==> src/rtl/addr_gen_nd.sv <==
// Three-level nested-loop address generator: addr = base + i0*s0 + i1*s1 + i2*s2 mod 2^AW, one address per cycle.
// First address is registered one cycle after start; process_stall freezes all state, abort ends the run without done.
module addr_gen_nd #(
   parameter int AW = 10,
   parameter int CW = 8
) (
   input  logic          clk,
   input  logic          rst,
   input  logic          start,
   input  logic          abort,
   input  logic [AW-1:0] cfg_base,
   input  logic [CW-1:0] cfg_cnt0,
   input  logic [CW-1:0] cfg_cnt1,
   input  logic [CW-1:0] cfg_cnt2,
   input  logic [AW-1:0] cfg_stride0,
   input  logic [AW-1:0] cfg_stride1,
   input  logic [AW-1:0] cfg_stride2,
   input  logic          process_stall,
   output logic [AW-1:0] addr_out,
   output logic          addr_valid,
   output logic          busy,
   output logic          done
);

   typedef enum logic {ST_IDLE, ST_RUN} state_t;

   state_t        state_q, state_d;
   logic [AW-1:0] addr_q, addr_d;
   logic [AW-1:0] a1_q, a1_d;
   logic [AW-1:0] a2_q, a2_d;
   logic [AW-1:0] s0_q, s0_d;
   logic [AW-1:0] s1_q, s1_d;
   logic [AW-1:0] s2_q, s2_d;
   logic [CW-1:0] lim0_q, lim0_d;
   logic [CW-1:0] lim1_q, lim1_d;
   logic [CW-1:0] lim2_q, lim2_d;
   logic [CW-1:0] i0_q, i0_d;
   logic [CW-1:0] i1_q, i1_d;
   logic [CW-1:0] i2_q, i2_d;
   logic          valid_q, valid_d;
   logic          busy_q, busy_d;
   logic          done_q, done_d;
   logic          at0, at1, at2;

   // Counts are stored as last index so a zero count behaves as one iteration.
   function automatic logic [CW-1:0] last_idx(input logic [CW-1:0] cnt);
      return (cnt == '0) ? '0 : cnt - CW'(1);
   endfunction

   always_comb begin
      at0 = (i0_q == lim0_q);
      at1 = (i1_q == lim1_q);
      at2 = (i2_q == lim2_q);
   end

   always_comb begin
      state_d = state_q;
      addr_d  = addr_q;
      a1_d    = a1_q;
      a2_d    = a2_q;
      s0_d    = s0_q;
      s1_d    = s1_q;
      s2_d    = s2_q;
      lim0_d  = lim0_q;
      lim1_d  = lim1_q;
      lim2_d  = lim2_q;
      i0_d    = i0_q;
      i1_d    = i1_q;
      i2_d    = i2_q;
      valid_d = valid_q;
      busy_d  = busy_q;
      done_d  = 1'b0;

      if (state_q == ST_IDLE) begin
         if (start && !abort) begin
            state_d = ST_RUN;
            addr_d  = cfg_base;
            a1_d    = cfg_base;
            a2_d    = cfg_base;
            s0_d    = cfg_stride0;
            s1_d    = cfg_stride1;
            s2_d    = cfg_stride2;
            lim0_d  = last_idx(cfg_cnt0);
            lim1_d  = last_idx(cfg_cnt1);
            lim2_d  = last_idx(cfg_cnt2);
            i0_d    = '0;
            i1_d    = '0;
            i2_d    = '0;
            valid_d = 1'b1;
            busy_d  = 1'b1;
         end
      end else begin
         if (abort) begin
            state_d = ST_IDLE;
            valid_d = 1'b0;
            busy_d  = 1'b0;
         end else if (valid_q && !process_stall) begin
            if (at0 && at1 && at2) begin
               // addr_out keeps the final address through the done cycle.
               state_d = ST_IDLE;
               valid_d = 1'b0;
               busy_d  = 1'b0;
               done_d  = 1'b1;
            end else if (!at0) begin
               i0_d   = i0_q + CW'(1);
               addr_d = addr_q + s0_q;
            end else if (!at1) begin
               i0_d   = '0;
               i1_d   = i1_q + CW'(1);
               a1_d   = a1_q + s1_q;
               addr_d = a1_q + s1_q;
            end else begin
               // Outer step re-anchors the middle loop at the new outer origin.
               i0_d   = '0;
               i1_d   = '0;
               i2_d   = i2_q + CW'(1);
               a2_d   = a2_q + s2_q;
               a1_d   = a2_q + s2_q;
               addr_d = a2_q + s2_q;
            end
         end
      end
   end

   always_ff @(posedge clk or posedge rst) begin
      if (rst) begin
         state_q <= ST_IDLE;
         addr_q  <= '0;
         a1_q    <= '0;
         a2_q    <= '0;
         s0_q    <= '0;
         s1_q    <= '0;
         s2_q    <= '0;
         lim0_q  <= '0;
         lim1_q  <= '0;
         lim2_q  <= '0;
         i0_q    <= '0;
         i1_q    <= '0;
         i2_q    <= '0;
         valid_q <= 1'b0;
         busy_q  <= 1'b0;
         done_q  <= 1'b0;
      end else begin
         state_q <= state_d;
         addr_q  <= addr_d;
         a1_q    <= a1_d;
         a2_q    <= a2_d;
         s0_q    <= s0_d;
         s1_q    <= s1_d;
         s2_q    <= s2_d;
         lim0_q  <= lim0_d;
         lim1_q  <= lim1_d;
         lim2_q  <= lim2_d;
         i0_q    <= i0_d;
         i1_q    <= i1_d;
         i2_q    <= i2_d;
         valid_q <= valid_d;
         busy_q  <= busy_d;
         done_q  <= done_d;
      end
   end

   assign addr_out   = addr_q;
   assign addr_valid = valid_q;
   assign busy       = busy_q;
   assign done       = done_q;

endmodule
==> config.mk <==
export PLATFORM = sky130hd
export DESIGN_NAME = addr_gen_nd
export DESIGN_NICKNAME = d
export VERILOG_FILES = /design/src/rtl/addr_gen_nd.sv
export SDC_FILE = /design/constraint.sdc
export NUM_CORES = 1
export LEC_CHECK = 0
export CAP_MARGIN = 25
export CELL_PAD_IN_SITES_DETAIL_PLACEMENT = 0
export CELL_PAD_IN_SITES_GLOBAL_PLACEMENT = 2
export CORE_MARGIN = 4
export CORE_UTILIZATION = 37
export DETAILED_ROUTE_END_ITERATION = 8
export GPL_ROUTABILITY_DRIVEN = 0
export PLACE_DENSITY = 0.83
export SLEW_MARGIN = 20
export SYNTH_ARGS = -nofsm -noshare
export SYNTH_HDL_FRONTEND = slang
export SYNTH_SLANG_ARGS = --single-unit
==> constraint.sdc <==
create_clock -name clk -period 7.3 [get_ports clk]
set_input_delay 0.73 -clock clk [delete_from_list [all_inputs] [get_ports clk]]
set_output_delay 0.73 -clock clk [all_outputs]
set_load 0.005 [all_outputs]
# Word level (Yosys, flattened, before mapping)
# Index checks and enable logic that the tools add are counted.
[word_totals] elab_cells=103 reg_bits=111 out_inout_bits=13
[classes] muxes=53 add_sub_neg=9 bitwise_logic=1 eq_ne=10 n_reduce_logical=15
[op_table] operator="two-way mux 10 bit" n=18
[op_table] operator="two-way mux 8 bit" n=21
[op_table] operator="adder 10 bit" n=3
[op_table] operator="adder 8 x 1 -> 8 bit, second input constant" n=3
[op_table] operator="== test 8 bit" n=3
[op_table] operator="logical NOT 8 bit" n=3
[op_table] operator="subtractor 8 x 1 -> 8 bit, second input constant" n=3
[op_table] operator="two-way mux 1 bit" n=14
[op_table] operator="!= test 2 x 1 -> 1 bit, second input constant" n=3
[op_table] operator="!= test 3 x 2 -> 1 bit, second input constant" n=2
[op_table] operator="AND reduction 6 bit" n=1
[op_table] operator="AND reduction 5 bit" n=1
[op_table] operator="logical AND 1 bit" n=4
[op_table] operator="!= test 2 bit, second input constant" n=2
[op_table] operator="AND reduction 4 bit" n=1
[op_table] operator="AND reduction 3 bit" n=1
[op_table] operator="logical NOT 1 bit" n=2
[op_table] operator="AND reduction 2 bit" n=1
[op_table] operator="nonzero test 2 bit" n=1
[op_table] operator="inverter 1 bit" n=1

# Longest topological paths before layout
# Gate-level depths: netlist of the first run.
[depth] depth_word=7 ltp_mapped=10 mapped_depth_nobuf=10

# Least setup slack after synthesis of the first run
# OpenSTA, ideal clock, no wires.
[synth_path] path_kind="register to register" startpoint="reg a2_q[0]" endpoint="reg addr_q[8] (netlist: addr_out[8])" path_slack_ps=4858 required_time_ps=7205 path_stages_with_launch=11 arrival_ps=2346 path_buffers=0 path_cell_list="dfrtp_1 > ha_1 > fa_1 > a21oi_1 > o21ai_0 > a2111oi_0 > nor3_1 > xor2_1 > mux2i_1 > o211a_1 > o31ai_1"
[synth_between] elab_chain_len=7
[synth_lines] element="from (decl)" line="30" text="logic [AW-1:0] a2_q, a2_d;"
[synth_lines] element="from (signal assigned)" line="130" text="a2_q <= '0;"
[synth_lines] element="from (signal assigned)" line="147" text="a2_q <= a2_d;"
[synth_lines] element="adder 10 bit" line="119" text="addr_d = a2_q + s2_q;"
[synth_lines] element="two-way mux 10 bit" line="107" text="end else if (!at1) begin"
[synth_lines] element="two-way mux 10 bit" line="104" text="end else if (!at0) begin"
[synth_lines] element="two-way mux 10 bit" line="98" text="if (at0 && at1 && at2) begin"
[synth_lines] element="two-way mux 10 bit" line="97" text="end else if (valid_q && !process_stall) begin"
[synth_lines] element="two-way mux 10 bit" line="93" text="if (abort) begin"
[synth_lines] element="two-way mux 10 bit" line="74" text="if (state_q == ST_IDLE) begin"
[synth_lines] element="to (signal assigned)" line="145" text="addr_q <= addr_d;"
[synth_lines] element="to (decl)" line="28" text="logic [AW-1:0] addr_q, addr_d;"
# Every way passes these cells. The select of a mux whose other input is x is not followed.
# A chain may end at the register's enable or synchronous reset.

# Final worst setup path of the first run
[layout_path] startpoint="reg i1_q[3]" endpoint="reg i2_q[7]"
[layout_between] elab_chain_len=5 elab_cells_between_ends=6 cone_classes="3 x eq/ne; 3 x reduce/logical"
[layout_lines] element="from (decl)" line="38" text="logic [CW-1:0] i1_q, i1_d;"
[layout_lines] element="from (signal assigned)" line="155" text="i1_q <= i1_d;"
[layout_lines] element="== test 8 bit *" line="52" text="at1 = (i1_q == lim1_q);"
[layout_lines] element="logical AND 1 bit (2 in a row)" line="98"
[layout_lines] element="!= test 2 bit (no line)"
[layout_lines] element="AND reduction 6 bit (no line) *"
[layout_lines] element="to (signal assigned)" line="156" text="i2_q <= i2_d;"
[layout_lines] element="to (decl)" line="39" text="logic [CW-1:0] i2_q, i2_d;"
# Mark *: on every way between the ends. The rest lies on a longest branch, timed or not.

==> impl_metrics.json, run 1 <==
{
  "status": "finished clean",
  "yosysWarnings": 0,
  "path_clk_slew_ns": 0.07,
  "postLayoutCellArea_um2": 7920,
  "finalHoldViolations": 0,
  "final_cell_mix": "nand2_1, dfrtp_1, clkdlybuf4s50_1, nor2_1, o21ai_0",
  "coreArea_um2": 17400,
  "skew_ns": 0.00765,
  "dieWidth_um": 142,
  "post-cts-setup-buffers": 0,
  "power_frac_clock": 0.225,
  "insertion_delay_ns": 0.36,
  "p_sw_uw": 772,
  "timing.rr.start": "i1_q[3]",
  "clockBufferDepth": 2,
  "setup_viol_count_final": 0,
  "slew_viol_final": 0,
  "synthArstFlopShare": 1.00,
  "r2r_cells": 8,
  "yosysTopAreaCellShare": 0.421,
  "final_nets": 916,
  "drt-initial-drc-count": 242,
  "yosys.area.top_type": "dfrtp_1",
  "io_pins": 82,
  "vias": 5348,
  "layout_commonest_cell": "nand2_1",
  "ys.flop_type": "dfrtp_1",
  "netlist_area_um2": 6600,
  "hp-class": "reg -> reg",
  "synth_cell_types": 53,
  "rsz0062_at_grt": "no",
  "power_mw": 2.13,
  "grt_pass1_vias": 5384,
  "ir_drop_mv": 0.125,
  "power_leakage_nw": 3.61,
  "ys_seq_area_frac": 0.421,
  "whs_ns": 0.487,
  "syn-instance-count": 744,
  "required_ns": 7.55,
  "tns_ns": 0,
  "timing.final.crit_share": 0.478,
  "maxCapViolCount": 0,
  "hold_end": "s0_q[5]",
  "cts_buffers": 9,
  "crit_fanout": 35,
  "dpl_cell_area_um2": 7630,
  "cts_tree": "yes",
  "antenna_found_initial": 0,
  "fin_util": 0.456,
  "comb_power_share": 0.385,
  "ys_seq_elements": 111,
  "start_util": 0.380,
  "htree_levels": 3,
  "powerDensity_nw_per_um2": 269,
  "drive_above_1_share": 0.0490,
  "hpwl_um": 12100,
  "crit_type": "reg -> reg",
  "cts_resized": 0,
  "r2r-end": "i2_q[7]",
  "period_needed_ns": 3.49,
  "arrival_ns": 3.74,
  "port_buffers": 81,
  "cp-end-kind": "flop",
  "die_area_um2": 20000,
  "synthToLayoutAreaGrowth_pct": 20.0,
  "viasPerCell": 5.14,
  "fmax_mhz": 287,
  "slew_headroom": 0.413,
  "r2r_slack_ns": 3.81,
  "std_cell_rows": 48,
  "hold_path_depth": 2,
  "firstDrtPassIters": 4,
  "swShare": 0.362,
  "min-delay-start": "s0_q[5]",
  "postRouteAntennaNets": 0,
  "p_int_mw": 1.36,
  "grt_max_degree": 62,
  "ys_top_cells_by_area": "dfrtp_1, nand2_1, ha_1, xor2_1, xnor2_1",
  "postCtsHoldBufs": 0,
  "synth_edf_count": 0,
  "wire_per_inst_um": 15.5,
  "crit_path_start_kind": "flop",
  "grt_pass1_wl_um": 26900,
  "wl_um": 16100,
  "grt_usage": 0.166,
  "power_frac_seq": 0.390,
  "diodes": 0,
  "root_buffer": "clkbuf_16",
  "die_y_um": 142,
  "drc_errors": 0,
  "tightestPinTransition_ns": 0.879,
  "syn_area_per_cell_um2": 8.87,
  "cts_sinks": 111,
  "syn_nets": 849,
  "grt-ovfl-total": 0
}
[cell families (layout without fill, tap and decap cells)]
family	Yosys count	after routing	share of synthesized area
and+or+nand+nor	311	311	0.209
AOI/OAI and AO/OA	142	142	0.130
xor gates and xnor gates	76	76	0.101
adders and majority gates	36	36	0.0717
muxes	25	25	0.0396
buffers and inverters	43	115	0.0273
DFF	111	111	0.421
[layer usage]
metal	vias to the layer above	wire [µm]	part of all wire	GRT usage
met2	111	7640	0.47	0.274
met5	-	0	0	0
met4	0	227	0.014	0.0429
met1	2532	7490	0.47	0.223
met3	16	743	0.046	0.0371
li1	2689	-	-	-
[worst max-delay path, cell delays in order (launching register included)]
cell and delay (ns):
dfrtp_1 0.42, xor2_1 0.17, nor4_2 0.28, nand2_1 0.54, or4_4 0.74, a21oi_4 0.72, and4_1 0.33, xnor2_1 0.12
nor2_1 0.05
[worst max-delay path by stage]
stage                  from       to  depth (start not counted)
CTS                 i1_q[3]  i2_q[7]                          8
global placement    i1_q[7]  i2_q[7]                          8
global route        i1_q[3]  i2_q[7]                          8
finish              i1_q[3]  i2_q[7]                          8
floorplan               rst  a1_q[0]                          1
detailed placement  i1_q[3]  i2_q[7]                          8
[per-stage QoR]
| step | worst slack (ns) | instances |
|---|---|---|
| after detailed placement | 3.80 | 1025 |
| after global routing | 3.57 | 1041 |
| after floorplan | 3.64 | 744 |
| after global placement | 3.84 | 1024 |
| final | 3.81 | 1041 |
| after CTS | 3.79 | 1041 |
[registers in the layout, indices dropped and copies added, names as in the netlist, 10 cells and up]
register and flops:
a1_q 10, a2_q 10, addr_out 10, s0_q 10, s1_q 10, s2_q 10
[power by group through the flow]
| stage | Sequential (mW) | Clock, mW | Combinational [mW] |
|---|---|---|---|
| 2_1_floorplan | 0.810 | 0 | 0.592 |
| 3_3_place_gp | 0.843 | 0 | 0.812 |
| 3_5_place_dp | 0.843 | 0 | 0.824 |
| 4_1_cts | 0.832 | 0.499 | 0.830 |
| 5_1_grt | 0.846 | 0.524 | 0.921 |
| 6_report | 0.830 | 0.480 | 0.821 |
[Yosys cell counts (3+ instances only)]
library cell  instances
a211oi_1              7
a21o_1               10
a21oi_1              37
a31oi_1               3
and2_1                3
and3_1                3
and4_1                3
buf_2                 6
clkbuf_1             20
dfrtp_1             111
fa_1                  3
ha_1                 33
inv_1                14
mux2_2                9
mux2i_1              16
nand2_1             161
nand2b_1              5
nand3_1              15
nand4_1               7
nor2_1               66
nor2b_1               8
nor3_1               21
nor4_1                3
o211ai_1              3
o21ai_0              57
o21bai_1              4
o31ai_1               3
o41ai_1               4
or3_1                 5
or4_1                 3
xnor2_1              34
xor2_1               42
[final cells by class]
class / count / area (µm²)
Tap cell: 225 / 282
Fill cell: 1658 / 9440
Timing Repair Buffer: 85 / 861
Multi-Input combinational cell: 590 / 3660
Clock inverter: 5 / 40.0
Clock buffer: 11 / 243
Inverter: 14 / 55.1
Sequential cell: 111 / 2780
Note: power is estimated with default switching activity, not from simulation.
==> run 2: changes to the inputs <==
Settings changed: CORE_UTILIZATION 37 to 34, PLACE_DENSITY 0.83 to 0.77.
Clock period 7.3 ns to 3.21 ns, I/O delays scaled along.
==> run 2 against run 1 <==
Against the previous run: core utilization shrank 2.9 points; via count barely moved; sequential share of layout area is 0.70 points lower; critical path depth grew 2; critical path type unchanged; first-iteration DRC count up 24%; sequential cell count is the same; cell count is 4.2% higher; global-route usage down 0.45 points; largest cell class unchanged; highest routed layer unchanged.
==> impl_metrics.json, run 2 (synthesis results as in run 1) <==
{
  "coreArea_um2": 18900,
  "dpl_cell_area_um2": 7750,
  "tightestPinTransition_ns": 0.756,
  "whs_ns": 0.426,
  "io_pins": 82,
  "skew_ns": 0.00901,
  "viasPerCell": 4.93,
  "p_int_mw": 3.25,
  "crit_type": "reg -> reg",
  "htree_levels": 3,
  "power_leakage_nw": 3.67,
  "grt_pass1_vias": 5412,
  "cp-end-kind": "flop",
  "root_buffer": "clkbuf_16",
  "ir_drop_mv": 0.283,
  "maxCapViolCount": 0,
  "timing.rr.start": "a1_q[0]",
  "postRouteAntennaNets": 0,
  "port_buffers": 81,
  "setup_viol_count_final": 0,
  "firstDrtPassIters": 4,
  "layout_commonest_cell": "nand2_1",
  "status": "finished clean",
  "diodes": 0,
  "wl_um": 17000,
  "std_cell_rows": 50,
  "clockBufferDepth": 2,
  "grt_usage": 0.162,
  "power_frac_clock": 0.251,
  "slew_headroom": 0.494,
  "cts_resized": 0,
  "crit_fanout": 2,
  "swShare": 0.354,
  "antenna_found_initial": 0,
  "r2r_slack_ns": 0.43,
  "drt-initial-drc-count": 299,
  "drc_errors": 0,
  "timing.final.crit_share": 0.866,
  "start_util": 0.349,
  "fmax_mhz": 360,
  "r2r_cells": 10,
  "final_nets": 925,
  "post-cts-setup-buffers": 0,
  "die_y_um": 147,
  "comb_power_share": 0.374,
  "insertion_delay_ns": 0.36,
  "cts_sinks": 111,
  "power_frac_seq": 0.375,
  "required_ns": 3.49,
  "hp-class": "in -> async",
  "powerDensity_nw_per_um2": 622,
  "die_area_um2": 21700,
  "vias": 5345,
  "synthToLayoutAreaGrowth_pct": 22.5,
  "cts_buffers": 9,
  "fill_cells": 1889,
  "cts_tree": "yes",
  "grt_pass1_wl_um": 28300,
  "dieWidth_um": 147,
  "slew_viol_final": 0,
  "finalHoldViolations": 0,
  "p_sw_mw": 1.78,
  "arrival_ns": 3.06,
  "final_cell_mix": "nand2_1, dfrtp_1, clkdlybuf4s50_1, nor2_1, o21ai_0",
  "r2r-end": "addr_out[8]",
  "period_needed_ns": 2.78,
  "crit_path_start_kind": "flop",
  "wire_per_inst_um": 15.7,
  "postLayoutCellArea_um2": 8080,
  "hpwl_um": 12700,
  "postCtsHoldBufs": 0,
  "grt-ovfl-total": 0,
  "path_clk_slew_ns": 0.08,
  "tns_ns": 0,
  "rsz0062_at_grt": "no",
  "drive_above_1_share": 0.0594,
  "grt_max_degree": 65
}
-- run 2: cell types whose count changed in the layout (fill, tap and decap cells not counted), moves of 2 or more --
cell / change
buf_4: +8
inv_6: -2
buf_12: +2
inv_8: +2
bufinv_16: +2
-- run 2: worst max-delay path by stage --
stage | from | endpoint | cells past startpoint
after floorplan | a2_q[0] | addr_out[8] | 10
after global placement | i0_q[7] | i2_q[7] | 8
after detailed placement | a1_q[0] | addr_out[8] | 10
after CTS | a1_q[0] | addr_out[8] | 10
after global routing | a1_q[0] | addr_out[8] | 10
final | a1_q[0] | addr_out[8] | 10
-- run 2: area by class of cell --
cell class	count	area, µm²	area share
Tap cell	260	325	0.0403
Clock inverter	6	100	0.0124
Inverter	14	56.3	0.00697
Multi-Input combinational cell	590	3660	0.453
Clock buffer	10	229	0.0283
Sequential cell	111	2780	0.344
Timing Repair Buffer	94	933	0.116
-- run 2: power groups by stage --
stage                     combinational, mW  sequential [mW]  clock (mW)
after CTS                              1.90             1.89        1.30
final                                  1.88             1.89        1.26
after detailed placement               1.89             1.91           0
after global routing                   2.11             1.93        1.36
after global placement                 1.85             1.91           0
after floorplan                        1.35             1.84           0
-- run 2: critical path, stage by stage (launching register included) --
cell       delay (ns)
dfrtp_1          0.39
ha_1             0.23
fa_1             0.41
a21oi_1          0.20
o21ai_0          0.14
a2111oi_0        0.49
nor3_1           0.12
xor2_1           0.21
mux2i_1          0.13
o211a_1          0.21
o31ai_1          0.17
-- run 2: routing by layer --
metal / vias to the layer above / part of all wire / track usage
met3: 13 / 0.041 / 0.0373
met1: 2540 / 0.48 / 0.218
li1: 2706 / - / -
met5: - / 0 / 0
met2: 86 / 0.46 / 0.266
met4: 0 / 0.016 / 0.0377
-- run 2: through the flow --
stage	utilization	std cells	setup WS, ns	power [mW]
5_1_grt	0.428	1085	0.263	5.41
3_3_place_gp	0.409	1068	0.493	3.76
6_report	0.428	1085	0.430	5.03
3_5_place_dp	0.410	1069	0.454	3.80
2_1_floorplan	-	744	0.768	3.19
4_1_cts	0.428	1085	0.455	5.09
